[src/rtl/dmem_lsu_pkg.sv]
// Shared types and constants for the load/store unit and its byte-lane helper.
package dmem_lsu_pkg;

  localparam int DATA_W     = 32;
  localparam int WORD_BYTES = 4;
  localparam int LANE_W     = 2;

  typedef enum logic {
    IDLE   = 1'b0,
    RMW_WR = 1'b1
  } lsu_state_t;

endpackage

[src/rtl/dmem_lsu_byte_lane.sv]
// Byte-lane helper: extracts one lane (zero-extended) from a word and
// builds the word with that lane replaced. The load path uses the extract
// result and the store path uses the merge result.
module byte_lane_unit
  import dmem_lsu_pkg::*;
(
  input  logic [LANE_W-1:0] lane,
  input  logic [DATA_W-1:0] word,
  input  logic [7:0]        wbyte,
  output logic [DATA_W-1:0] lane_data,
  output logic [DATA_W-1:0] merged
);

  // Select and replace the addressed little-endian lane.
  always_comb begin
    // NOTE: every output gets a default before the loop, so no path leaves
    // it unassigned and no latch is inferred.
    lane_data = '0;
    merged    = word;
    for (int i = 0; i < WORD_BYTES; i++) begin
      if (lane == LANE_W'(i)) begin
        lane_data[7:0]  = word[8*i +: 8];
        merged[8*i +: 8] = wbyte;
      end
    end
  end

endmodule

[src/rtl/dmem_lsu.sv]
// Load/store unit between the MEM stage and a word-only dmem. It passes word
// accesses straight through and adds zero-extended byte loads and two-cycle
// read-modify-write byte stores. Load data is returned registered, one cycle
// after the request is accepted.
module dmem_lsu
  import dmem_lsu_pkg::*;
#(
  parameter int MEM_WORDS = 64
) (
  input  logic              clk,
  input  logic              reset,
  input  logic              req_valid,
  input  logic              req_write,
  input  logic              req_byte,
  input  logic [31:0]       req_addr,
  input  logic [31:0]       req_wdata,
  output logic              req_ready,
  output logic              resp_valid,
  output logic [31:0]       resp_rdata,
  output logic              err_range,
  output logic [31:0]       mem_a,
  output logic [31:0]       mem_wd,
  output logic              mem_we,
  input  logic [31:0]       mem_rd
);

  localparam logic [29:0] MEM_IDX_LIMIT = 30'(MEM_WORDS);

  lsu_state_t        state;
  lsu_state_t        state_next;
  logic [31:0]       addr_q;
  logic [DATA_W-1:0] merge_q;
  logic [DATA_W-1:0] lane_data;
  logic [DATA_W-1:0] merged;
  logic              accept;
  logic              in_range;
  logic              load_acc;
  logic              byte_store_acc;

  // The word index must fall inside dmem; byte offset bits never fault.
  assign in_range       = (req_addr[31:2] < MEM_IDX_LIMIT);
  assign accept         = req_valid & req_ready;
  assign load_acc       = accept & ~req_write;
  assign byte_store_acc = accept & req_write & req_byte & in_range;

  // Lane extract for byte loads and lane merge for byte stores, both taken
  // from the word dmem returns for the current request address.
  byte_lane_unit u_lane (
    .lane      (req_addr[LANE_W-1:0]),
    .word      (mem_rd),
    .wbyte     (req_wdata[7:0]),
    .lane_data (lane_data),
    .merged    (merged)
  );

  // State register; reset abandons any pending byte-store write.
  always_ff @(posedge clk or negedge reset) begin
    // NOTE: sequential state uses non-blocking assignments so every register
    // samples pre-edge values regardless of block ordering.
    if (!reset) state <= IDLE;
    else        state <= state_next;
  end

  // Next state: only an in-range byte store leaves IDLE, for exactly one cycle.
  always_comb begin
    state_next = state;
    case (state)
      IDLE:    if (byte_store_acc) state_next = RMW_WR;
      RMW_WR:  state_next = IDLE;
      default: state_next = IDLE;
    endcase
  end

  // Outputs: handshake and dmem drive; write enable is killed while in reset.
  always_comb begin
    req_ready = (state == IDLE) & reset;
    mem_a     = req_addr;
    mem_wd    = req_wdata;
    mem_we    = 1'b0;
    if (state == RMW_WR) begin
      mem_a  = addr_q;
      mem_wd = merge_q;
      mem_we = reset;
    end else begin
      mem_we = accept & req_write & ~req_byte & in_range;
    end
  end

  // Response, error pulse and byte-store merge registers.
  always_ff @(posedge clk or negedge reset) begin
    if (!reset) begin
      resp_valid <= 1'b0;
      resp_rdata <= '0;
      err_range  <= 1'b0;
      addr_q     <= '0;
      merge_q    <= '0;
    end else begin
      resp_valid <= load_acc;
      err_range  <= accept & ~in_range;
      if (load_acc) begin
        if (!in_range)     resp_rdata <= '0;
        else if (req_byte) resp_rdata <= lane_data;
        else               resp_rdata <= mem_rd;
      end
      if (byte_store_acc) begin
        addr_q  <= req_addr;
        merge_q <= merged;
      end
    end
  end

endmodule

[config.mk]
export PLATFORM = sky130hd
export DESIGN_NAME = dmem_lsu
export DESIGN_NICKNAME = d
export VERILOG_FILES = /design/src/rtl/dmem_lsu_pkg.sv /design/src/rtl/dmem_lsu_byte_lane.sv /design/src/rtl/dmem_lsu.sv
export SDC_FILE = /design/constraint.sdc
export NUM_CORES = 1
export LEC_CHECK = 0
export ABC_AREA = 1
export ABC_CLOCK_PERIOD_IN_PS = 1300
export CORE_AREA = 2 2 139 141
export DETAILED_ROUTE_END_ITERATION = 10
export DIE_AREA = 0 0 141 143
export GPL_ROUTABILITY_DRIVEN = 0
export PLACE_DENSITY = 0.59
export SLEW_MARGIN = 20
export SYNTH_ARGS = -nofsm -noshare
export SYNTH_HDL_FRONTEND = slang
export SYNTH_SLANG_ARGS = --single-unit
[constraint.sdc]
create_clock -name clk -period 1.3 [get_ports clk]
set_clock_uncertainty 0.05 [all_clocks]
set_input_delay 0.13 -clock clk [delete_from_list [all_inputs] [get_ports clk]]
set_output_delay 0.13 -clock clk [all_outputs]
set_load 0.03 [all_outputs]
-- Yosys cells after proc, flatten, opt, wreduce, memory -nomap -nowiden
Index checks and enable logic that the tools add are counted.
- RAM bits: 0
- bits of input ports: 101
- memories: 0
- register bits: 99
- output and inout port bits: 100
- bits in latches: 0
- bits in read-only memories: 0
- word-level logic and storage cells: 39
- $add $sub $neg: 0
- reduce and logical (&&, ||, !) cells: 1
- magnitude comparators: 1
- shifts and indexed selects: 0
- eq/ne operators: 3
- bitwise operators: 13
- multiply operators: 0
- muxes and demuxes: 15
- divide/modulo/power cells: 0
- operators with widths (kind ; number):
    $mux W32 ; 4
    $mux W8 ; 8
    $lt A30 B7 Y1 const B ; 1
    $and A1 B1 Y1 ; 9
    $eq A2 B2 Y1 const B ; 2
    $not A1 Y1 ; 4
    $eq A2 B1 Y1 const B ; 1
    $logic_not A2 Y1 ; 1
    $mux W1 ; 2
    $pmux W1 S2 ; 1

-- Longest topological paths before layout
Gate-level depths: netlist of the first run.
- depth in word-level cells: 8
- depth in mapped cells: 9
- depth with buffers taken out: 8

-- By module
Synthesis of the first run repeated with hierarchy kept, for this count alone.
- cell total of the unflattened synthesis: 864
- area, all modules: 5968.2 um^2
- by module, submodules not included (module ; area an instance (um^2) ; cells each ; instances ; sequential area each (um^2)):
    dmem_lsu ; 5014.8 ; 712 ; 1 ; 2477.4
    byte_lane_unit ; 953.4 ; 152 ; 1 ; 0.0

-- Worst setup path before layout of the first run
OpenSTA, ideal clock, no wires.
- path kind: reg-to-output
- start point: register state
- end point: output port mem_a[26]
- required time: 1120 ps
- data arrival time: 1441 ps
- slack: -321 ps
- path buffers: 2
- stages on the path, launching flop included: 5
- cells stage by stage: dfrtp_1 > buf_2 > inv_2 > clkbuf_1 > o21ai_0
- cells in the longest elaborated chain, start to end: 1
- RTL lines (item ; line ; RTL):
    from (decl) ; dmem_lsu.sv:29 ; lsu_state_t state;
    from (signal assigned) ; dmem_lsu.sv:61 ; else state <= state_next;
    $mux W32 ; dmem_lsu.sv:80 ; if (state == RMW_WR) begin
    to (decl) ; dmem_lsu.sv:21 ; output logic [31:0] mem_a,
Every way passes these cells.

-- Worst setup path after layout of the first run
- start point: register state
- end point: output port mem_we
- cells in the longest elaborated chain, start to end: 7
- RTL lines (item ; line ; RTL):
    $not A1 Y1 ; - ;
    $and A1 B1 Y1 ; dmem_lsu.sv:76 ; req_ready = (state == IDLE) & reset;
    $and A1 B1 Y1 ; dmem_lsu.sv:42 ; assign accept = req_valid & req_ready;
    $and A1 B1 Y1 (3 in series) ; dmem_lsu.sv:85 ; mem_we = accept & req_write & ~req_byte & in_range;
    $mux W1 * ; dmem_lsu.sv:80 ;
    to (decl) ; dmem_lsu.sv:23 ; output logic mem_we,
Every way passes the cells marked *; elsewhere a longest branch is shown, timed or not.

==> results of run 1 <==
[layout make-up]
type | instances | share of cell area
multi-input cells | 587 | 0.312
repair buffers | 318 | 0.364
well taps | 234 | 0.0273
repair inverters | 4 | 0.00596
flip-flops and latches | 99 | 0.231
clock buffers | 10 | 0.0223
clock inverters | 6 | 0.00806
diodes | 1 | 0.000234
inverters | 75 | 0.0287
[registers in the layout (all words and copies together), names as in the netlist]
register and cells:
addr_q 32, merge_q 32, resp_rdata 32, err_range 1, resp_valid 1, state 1
[synthesized netlist by cell type]
library cell / number / area [sq um]
clkinv_1: 2 / 7.51
inv_2: 7 / 26.3
nand4_2: 2 / 25.0
nand2_2: 1 / 6.26
inv_1: 66 / 248
o21bai_1: 8 / 60.1
buf_4: 1 / 7.51
o21ai_1: 18 / 90.1
o22ai_1: 1 / 6.26
o21ai_0: 64 / 320
buf_6: 2 / 22.5
nor2_2: 4 / 25.0
nand2_1: 335 / 1260
nor2_4: 4 / 45.0
nor2_1: 77 / 289
clkbuf_1: 23 / 86.3
buf_2: 23 / 115
nand3_1: 73 / 365
dfrtp_1: 99 / 2480
[how the worst max path moves through the flow]
stage / endpoint / start / slack (ps) / cells past startpoint
2_1_floorplan: resp_rdata[2] / state / -170 / 9
3_3_place_gp: merge_q[12] / req_addr[15] / -480 / 10
3_5_place_dp: addr_q[21] / req_byte / -460 / 6
4_1_cts: mem_a[0] / state / -390 / 4
5_1_grt: mem_a[24] / state / -460 / 6
6_report: mem_we / state / -410 / 5
[power by group]
part / internal [mW] / total, mW / switching [mW]
Sequential: 3.08 / 3.08 / 0.000696
Combinational: 0.839 / 1.72 / 0.885
Clock: 1.74 / 2.99 / 1.25
Total: 5.66 / 7.80 / 2.14
[per-layer routing]
| metal | up-vias | track usage | wire length (microns) |
|---|---|---|---|
| met5 | - | 0 | 0 |
| met4 | 0 | 0.0605 | 467 |
| met3 | 31 | 0.0483 | 1640 |
| met2 | 274 | 0.353 | 11000 |
| met1 | 2939 | 0.286 | 9670 |
| li1 | 3071 | - | - |
[worst register-to-register path: stages, from the launching register on]
cell	delay, ps
dfrtp_2	450
buf_4	160
nor2_4	120
nand2_2	80
nor2_4	220
buf_12	190
buf_8	120
buf_16	120
nand3_1	70
nand2_1	50
[cell families (layout without fill, tap and decap cells)]
| logic type | after synthesis | count (layout) |
|---|---|---|
| AO/OA/AOI/OAI | 91 | 91 |
| AND/OR/NAND/NOR | 496 | 496 |
| flip-flops | 99 | 99 |
| other | 0 | 1 |
| buffers and inverters | 124 | 413 |
[cell usage in the layout (no fill, tap or decap), drive strengths merged]
master and instances:
dlygate4sd3 2, dfrtp 99, o22ai 1, clkdlybuf4s15 8, o21bai 8, bufinv 2
clkdlybuf4s50 75, nand2 336, buf 195, clkinvlp 1, clkinv 7, nand3 73
dlygate4sd2 24, o21ai 82, inv 75, clkbuf 24, nand4 2, diode 1
nor2 85
[stage by stage]
step           area [sq um]  TNS (ps)  power, mW  std cells
2_1_floorplan          5720    -13940       3.74        810
3_3_place_gp           8620    -47830       4.62       1265
3_5_place_dp           8620    -46330       4.62       1265
4_1_cts                9980    -38720       7.74       1321
5_1_grt               10700    -62260       8.07       1333
6_report              10700    -52430       7.80       1334
[what timing repair did]
| action | 4_1_cts | 5_1_grt |
|---|---|---|
| setup endpoints to repair | 179 | 174 |
| gates resized for setup | 188 | 173 |
| pin swaps | 73 | 32 |
| hold buffers | 2 | 0 |
| setup buffers | 24 | 7 |
| gates cloned | 16 | 8 |
| hold endpoints to repair | 26 | 0 |
==> qor.csv, run 1 <==
stage,metric,value,unit
global_route,grtUsageTotal,0.215,
critical_path,cp-end-kind,primary output,
critical_path,slowest_delay,430,ps
critical_path,r2r_cells,9,
sta,rsz0062_at_grt,yes,
floorplanning,num_rows,50,
detailed_routing,vias_per_cell,4.73,
clock_network,clk_path_buf_depth,2,
critical_path,critPathKind,reg2out,
clock_network,cts.sinks,99,
floorplanning,die_h,143,microns
clock_network,cts_tree,yes,
detailed_routing,num_vias,6315,
layout,final_nets,1195,
yosys,synth_area_per_cell,6.77,sq um
critical_path,cp.required,1120,ps
yosys,yosysUniqueCellTypes,19,
layout,drive_gt1_frac,0.380,
yosys,ys_ff_latch,99,
detailed_routing,dr.first_iter.drc_count,381,
yosys,syn-num-nets,911,
yosys,synth-compound-area-share,0.0870,
floorplanning,fp.dieArea,20200,sq um
clock_network,clk_pin_slew,70,ps
critical_path,r2r-end,resp_rdata[10],
critical_path,path_buf_inv,4,
placement,dp_hpwl,14.7,mm
global_route,grt_max_degree,74,
sta,hold_ws,272,ps
critical_path,crit_path_start_kind,flop,
power,vdd_drop_max,694,uV
global_route,grt_pass1_vias,6145,
yosys,synth-simple-area-share,0.367,
placement,dp_slack,-464,ps
layout,fillers,1600,
yosys,synth_cells,810,
floorplanning,fp.coreArea,18600,sq um
layout,area_delta_synth_final,95.5,%
clock_network,htreeDepth,3,
critical_path,rrSetupSlack,-380,ps
sta,fin_ws,-412,ps
detailed_routing,wl,22.7,mm
clock_network,root_buffer,clkbuf_16,
detailed_routing,detail_route.wl_per_cell,17.0,microns
worst_hold_path,hp-class,in2async,
floorplanning,initial_utilization,0.295,
clock_network,clk_latency,350,ps
sta,maxSlewHeadroom,0.725,
critical_path,critPathMaxFanout,6,
sta,fin_crit_sh,1.32,
yosys,yosys.area_share.adder,0,
critical_path,critPathArrivalTime,1530,ps
sta,layout_min_cycle_time,1710,ps
layout,multi_input_area,3350,sq um
sta,setup_viol,165,
yosys,synth_area,5480,sq um
sta,clock.fmax,0.584,GHz
global_route,grt_pass1_wl,33.5,mm
detailed_routing,drt_first_pass_iters,5,
global_route,grt_overflow,0,
yosys,synth_mux_area_frac,0,
yosys,synth_top_family_by_area,simple AND/OR/NAND/NOR gates,
run_status,violations,setup timing,
yosys,yosysWarnings,0,
yosys,yosysSeqAreaShare,0.452,
yosys,synthXorXnorAreaFrac,0,
critical_path,crit_path_top_delay_cell,dfrtp_2,
critical_path,path_cells,clkinv_4 > clkbuf_16 > buf_8 > o22ai_4 > buf_6,
power,power_leakage,5.45,nW
sta,tightest_slew,412,ps
power,p_per_area,728,nW/um^2
sta,finalHoldViolations,0,
placement,port_buffers,200,
detailed_routing,antenna_left,0,
job,max_cap_violations,0,
floorplanning,io_pins,201,
clock_network,cts_buffers,9,
sta,slew_violations,0,
floorplanning,dieWidth,141,microns
layout,fin_util,0.577,
run_status,status,finished with violations,
detailed_routing,drc,0,
layout,ff_latch_area,2480,sq um
global_route,antenna_found_initial,1,
critical_path,r2r-start,state,
critical_path,cpLargestDelayFamily,buffers and inverters,
Note: power is estimated with default switching activity, not from simulation.
==> run 2, diff against run 1 <==
Settings changed: ABC_AREA 1 to unset, CORE_AREA 2 2 139 141 to 2 2 135 137, CTS_CLUSTER_SIZE set to 25, DIE_AREA 0 0 141 143 to 0 0 137 139, PLACE_DENSITY 0.59 to 0.6.
==> run 2 against run 1 <==
- the run ends with hold timing, setup timing left
- synthesized cell count fell by 45%
- combinational power fell by 13%
- setup slack worse by 250 ps
- utilization fell by 4.2 points
- first-iteration DRC count shrank 57%
- hold slack worse by 350 ps
- fmax decreased by 13%
- sequential share of layout area rose by 3.1 points
- via count down 28%
- critical endpoint is now resp_rdata[10]
- largest power group unchanged
==> qor.csv, run 2 <==
stage,metric,value,unit,change
run_status,status,finished with violations,,
run_status,violations,"hold timing, setup timing",,
yosys,synthArstFlopShare,1.00,,unchanged
global_route,grt_overflow,0,,unchanged
yosys,yosys.area.top_type,dfrtp_1,,
sta,fin_ws,-659,ps,-247 ps
clock_network,clk_path_buf_depth,2,,unchanged
sta,slew_violations,0,,unchanged
sta,maxSlewHeadroom,0.482,,-0.244
critical_path,critPathKind,reg2reg,,
critical_path,r2r_cells,5,,-4
sta,finalHoldViolations,58,,+58
layout,final_common_cell,dfrtp_1,,
detailed_routing,drt_first_pass_iters,4,,-1
detailed_routing,detail_route.wl_per_cell,20.0,microns,+17%
yosys,ys_top_cells_by_area,"dfrtp_1, mux2_2, nor2b_1",,
sta,setup_viol,163,,-1.2%
layout,top_regs,"addr_q (32), merge_q (32), resp_rdata (32)",,
detailed_routing,drc,0,,unchanged
critical_path,critPathMaxFanout,8,,+2
power,p_per_area,779,nW/um^2,+7.1%
detailed_routing,num_vias,4516,,-28%
critical_path,crit_start,state,,
floorplanning,dieWidth,137,microns,-2.8%
yosys,yosysUniqueCellTypes,27,,+8
critical_path,critPathArrivalTime,2170,ps,+640 ps
critical_path,cp-end-kind,flop,,
layout,drive_gt1_frac,0.549,,+0.169
sta,rsz0062_at_grt,yes,,
clock_network,clk_pin_slew,60,ps,about the same
clock_network,htreeDepth,3,,unchanged
detailed_routing,dr.first_iter.drc_count,162,,-57%
yosys,ys_ff_latch,99,,unchanged
clock_network,cts.sinks,99,,unchanged
yosys,yosys-top-cells-count,"mux2_2, dfrtp_1, nand2_1, nor2b_1, o21ai_0",,
worst_hold_path,hp-class,in2async,,
layout,mostFrequentLayoutCells,"dfrtp_1, mux2_4, clkdlybuf4s50_1",,
critical_path,r2r-start,state,,
sta,clock.fmax,0.510,GHz,-13%
clock_network,cts_tree,yes,,
detailed_routing,vias_per_cell,4.78,,+0.95%
global_route,antenna_found_initial,0,,-1
power,finalPower,7.36,mW,-5.7%
yosys,synth-edff-count,0,,unchanged
layout,fin_util,0.535,,-0.0419
yosys,syn-num-nets,547,,-40%
yosys,synth_area,5220,sq um,-4.8%
clock_network,root_buffer,clkbuf_16,,
placement,dp_hpwl,13.1,mm,-11%
clock_network,clk_latency,350,ps,about the same
global_route,grt_pass1_wl,28.0,mm,-16%
sta,tightest_slew,778,ps,+366 ps
layout,final_nets,813,,-32%
yosys,yosysWarnings,0,,unchanged
critical_path,cp.required,1510,ps,+390 ps
sta,layout_min_cycle_time,1960,ps,+247 ps
detailed_routing,antenna_left,0,,unchanged
layout,area_delta_synth_final,81.0,%,
yosys,synth_cells,446,,-45%
floorplanning,num_rows,49,,-2.0%
global_route,grt_max_degree,61,,-18%
detailed_routing,wl,18.9,mm,-17%
power,power_leakage,4.35,nW,-20%
global_route,grt_pass1_vias,4831,,-21%
power,vdd_drop_max,588,uV,-15%
job,max_cap_violations,0,,unchanged
sta,fin_crit_sh,1.51,,+0.190
placement,port_buffers,200,,unchanged
floorplanning,initial_utilization,0.295,,+0.000544
yosys,yosysSeqAreaShare,0.475,,+0.0228
layout,n_antenna_cell,0,,-1
critical_path,crit_path_start_kind,flop,,
yosys,synth_most_common_cell,mux2_2,,
floorplanning,fp.dieArea,19000,sq um,-5.6%
clock_network,cts_buffers,9,,unchanged
floorplanning,die_h,139,microns,-2.8%
global_route,grtUsageTotal,0.194,,-0.0211
sta,hold_ws,-73.3,ps,-345 ps
yosys,synth_area_per_cell,11.7,sq um,+73%
floorplanning,io_pins,201,,unchanged
floorplanning,fp.coreArea,17700,sq um,-5.0%
yosys,synth_top_area_share,0.475,,+0.0228
yosys,synth-main-ff-cell,dfrtp_1,,
-- run 2: cell types whose count changed in the layout (fill, tap and decap cells not counted), moves of 21 or more --
cell     before  now
inv_1        66    9
mux2_2        0   52
o21ai_0      40    0
nand2_2      71    0
nor2_1       48   11
nand3_1      52    0
mux2_4        0   84
nand2_1     252   43
nand3_2      21    0
buf_12       57   18
-- run 2: path summary, 6_finish.rpt --
path | endpoint | slack [ps]
hold reg to reg | resp_rdata[26] | 430
max in group asynchronous | addr_q[23] | 330
hold / removal | addr_q[26] | -70
setup reg to reg | resp_rdata[10] | -660
min in group clk | err_range | 30
setup / recovery | resp_rdata[10] | -660
-- run 2: logic make-up after synthesis --
kind of cell | synth area share
multiplexers | 0.309
AND/OR/NAND/NOR | 0.110
buffers and inverters | 0.0412
flip-flops | 0.475
AO/OA/AOI/OAI | 0.0647
-- run 2: power breakdown --
group / leakage [nW] / switching [mW] / internal [mW]
logic: 2.82 / 0.721 / 0.765
registers: 1.38 / 0.000723 / 3.08
clock network: 0.151 / 1.14 / 1.64
-- run 2: critical path, cell delays in order (launching register included) --
cell and delay (ps):
dfrtp_4 520, nand3b_1 190, or2_1 270, or3_4 480
buf_12 190, o31ai_4 170
-- run 2: metal layers --
layer | vias up | routed length (microns) | global-route usage
met5 | - | 0 | 0
met4 | 0 | 436 | 0.0619
met3 | 29 | 779 | 0.0387
met2 | 123 | 9700 | 0.324
met1 | 2255 | 7950 | 0.249
li1 | 2109 | - | -
-- run 2: cell type report --
cell class | count | area [sq um]
clock buffers | 12 | 267
inverters | 9 | 33.8
fillers | 1469 | 8220
clock inverters | 3 | 46.3
flip-flops and latches | 99 | 2480
repair buffers | 288 | 3110
multi-input cells | 305 | 3220
well taps | 229 | 287
-- run 2: repair_timing --
| action | in CTS | in global routing |
|---|---|---|
| buffers inserted | 20 | 8 |
| endpoints found under the hold margin | 99 | 41 |
| gates resized for setup | 457 | 286 |
| pin swaps | 12 | 13 |
| cloned | 13 | 6 |
| setup endpoints to repair | 198 | 191 |
-- run 2: stage by stage --
| stage | setup TNS (ps) | cell area (sq um) | worst slack (ps) | instances |
|---|---|---|---|---|
| after CTS | -93410 | 9000 | -694 | 942 |
| after detailed placement | -131920 | 7970 | -1120 | 896 |
| after global routing | -94280 | 9440 | -720 | 945 |
| final | -86980 | 9440 | -659 | 945 |
| after floorplan | -50600 | 5460 | -641 | 446 |
| after global placement | -135660 | 7970 | -1140 | 896 |
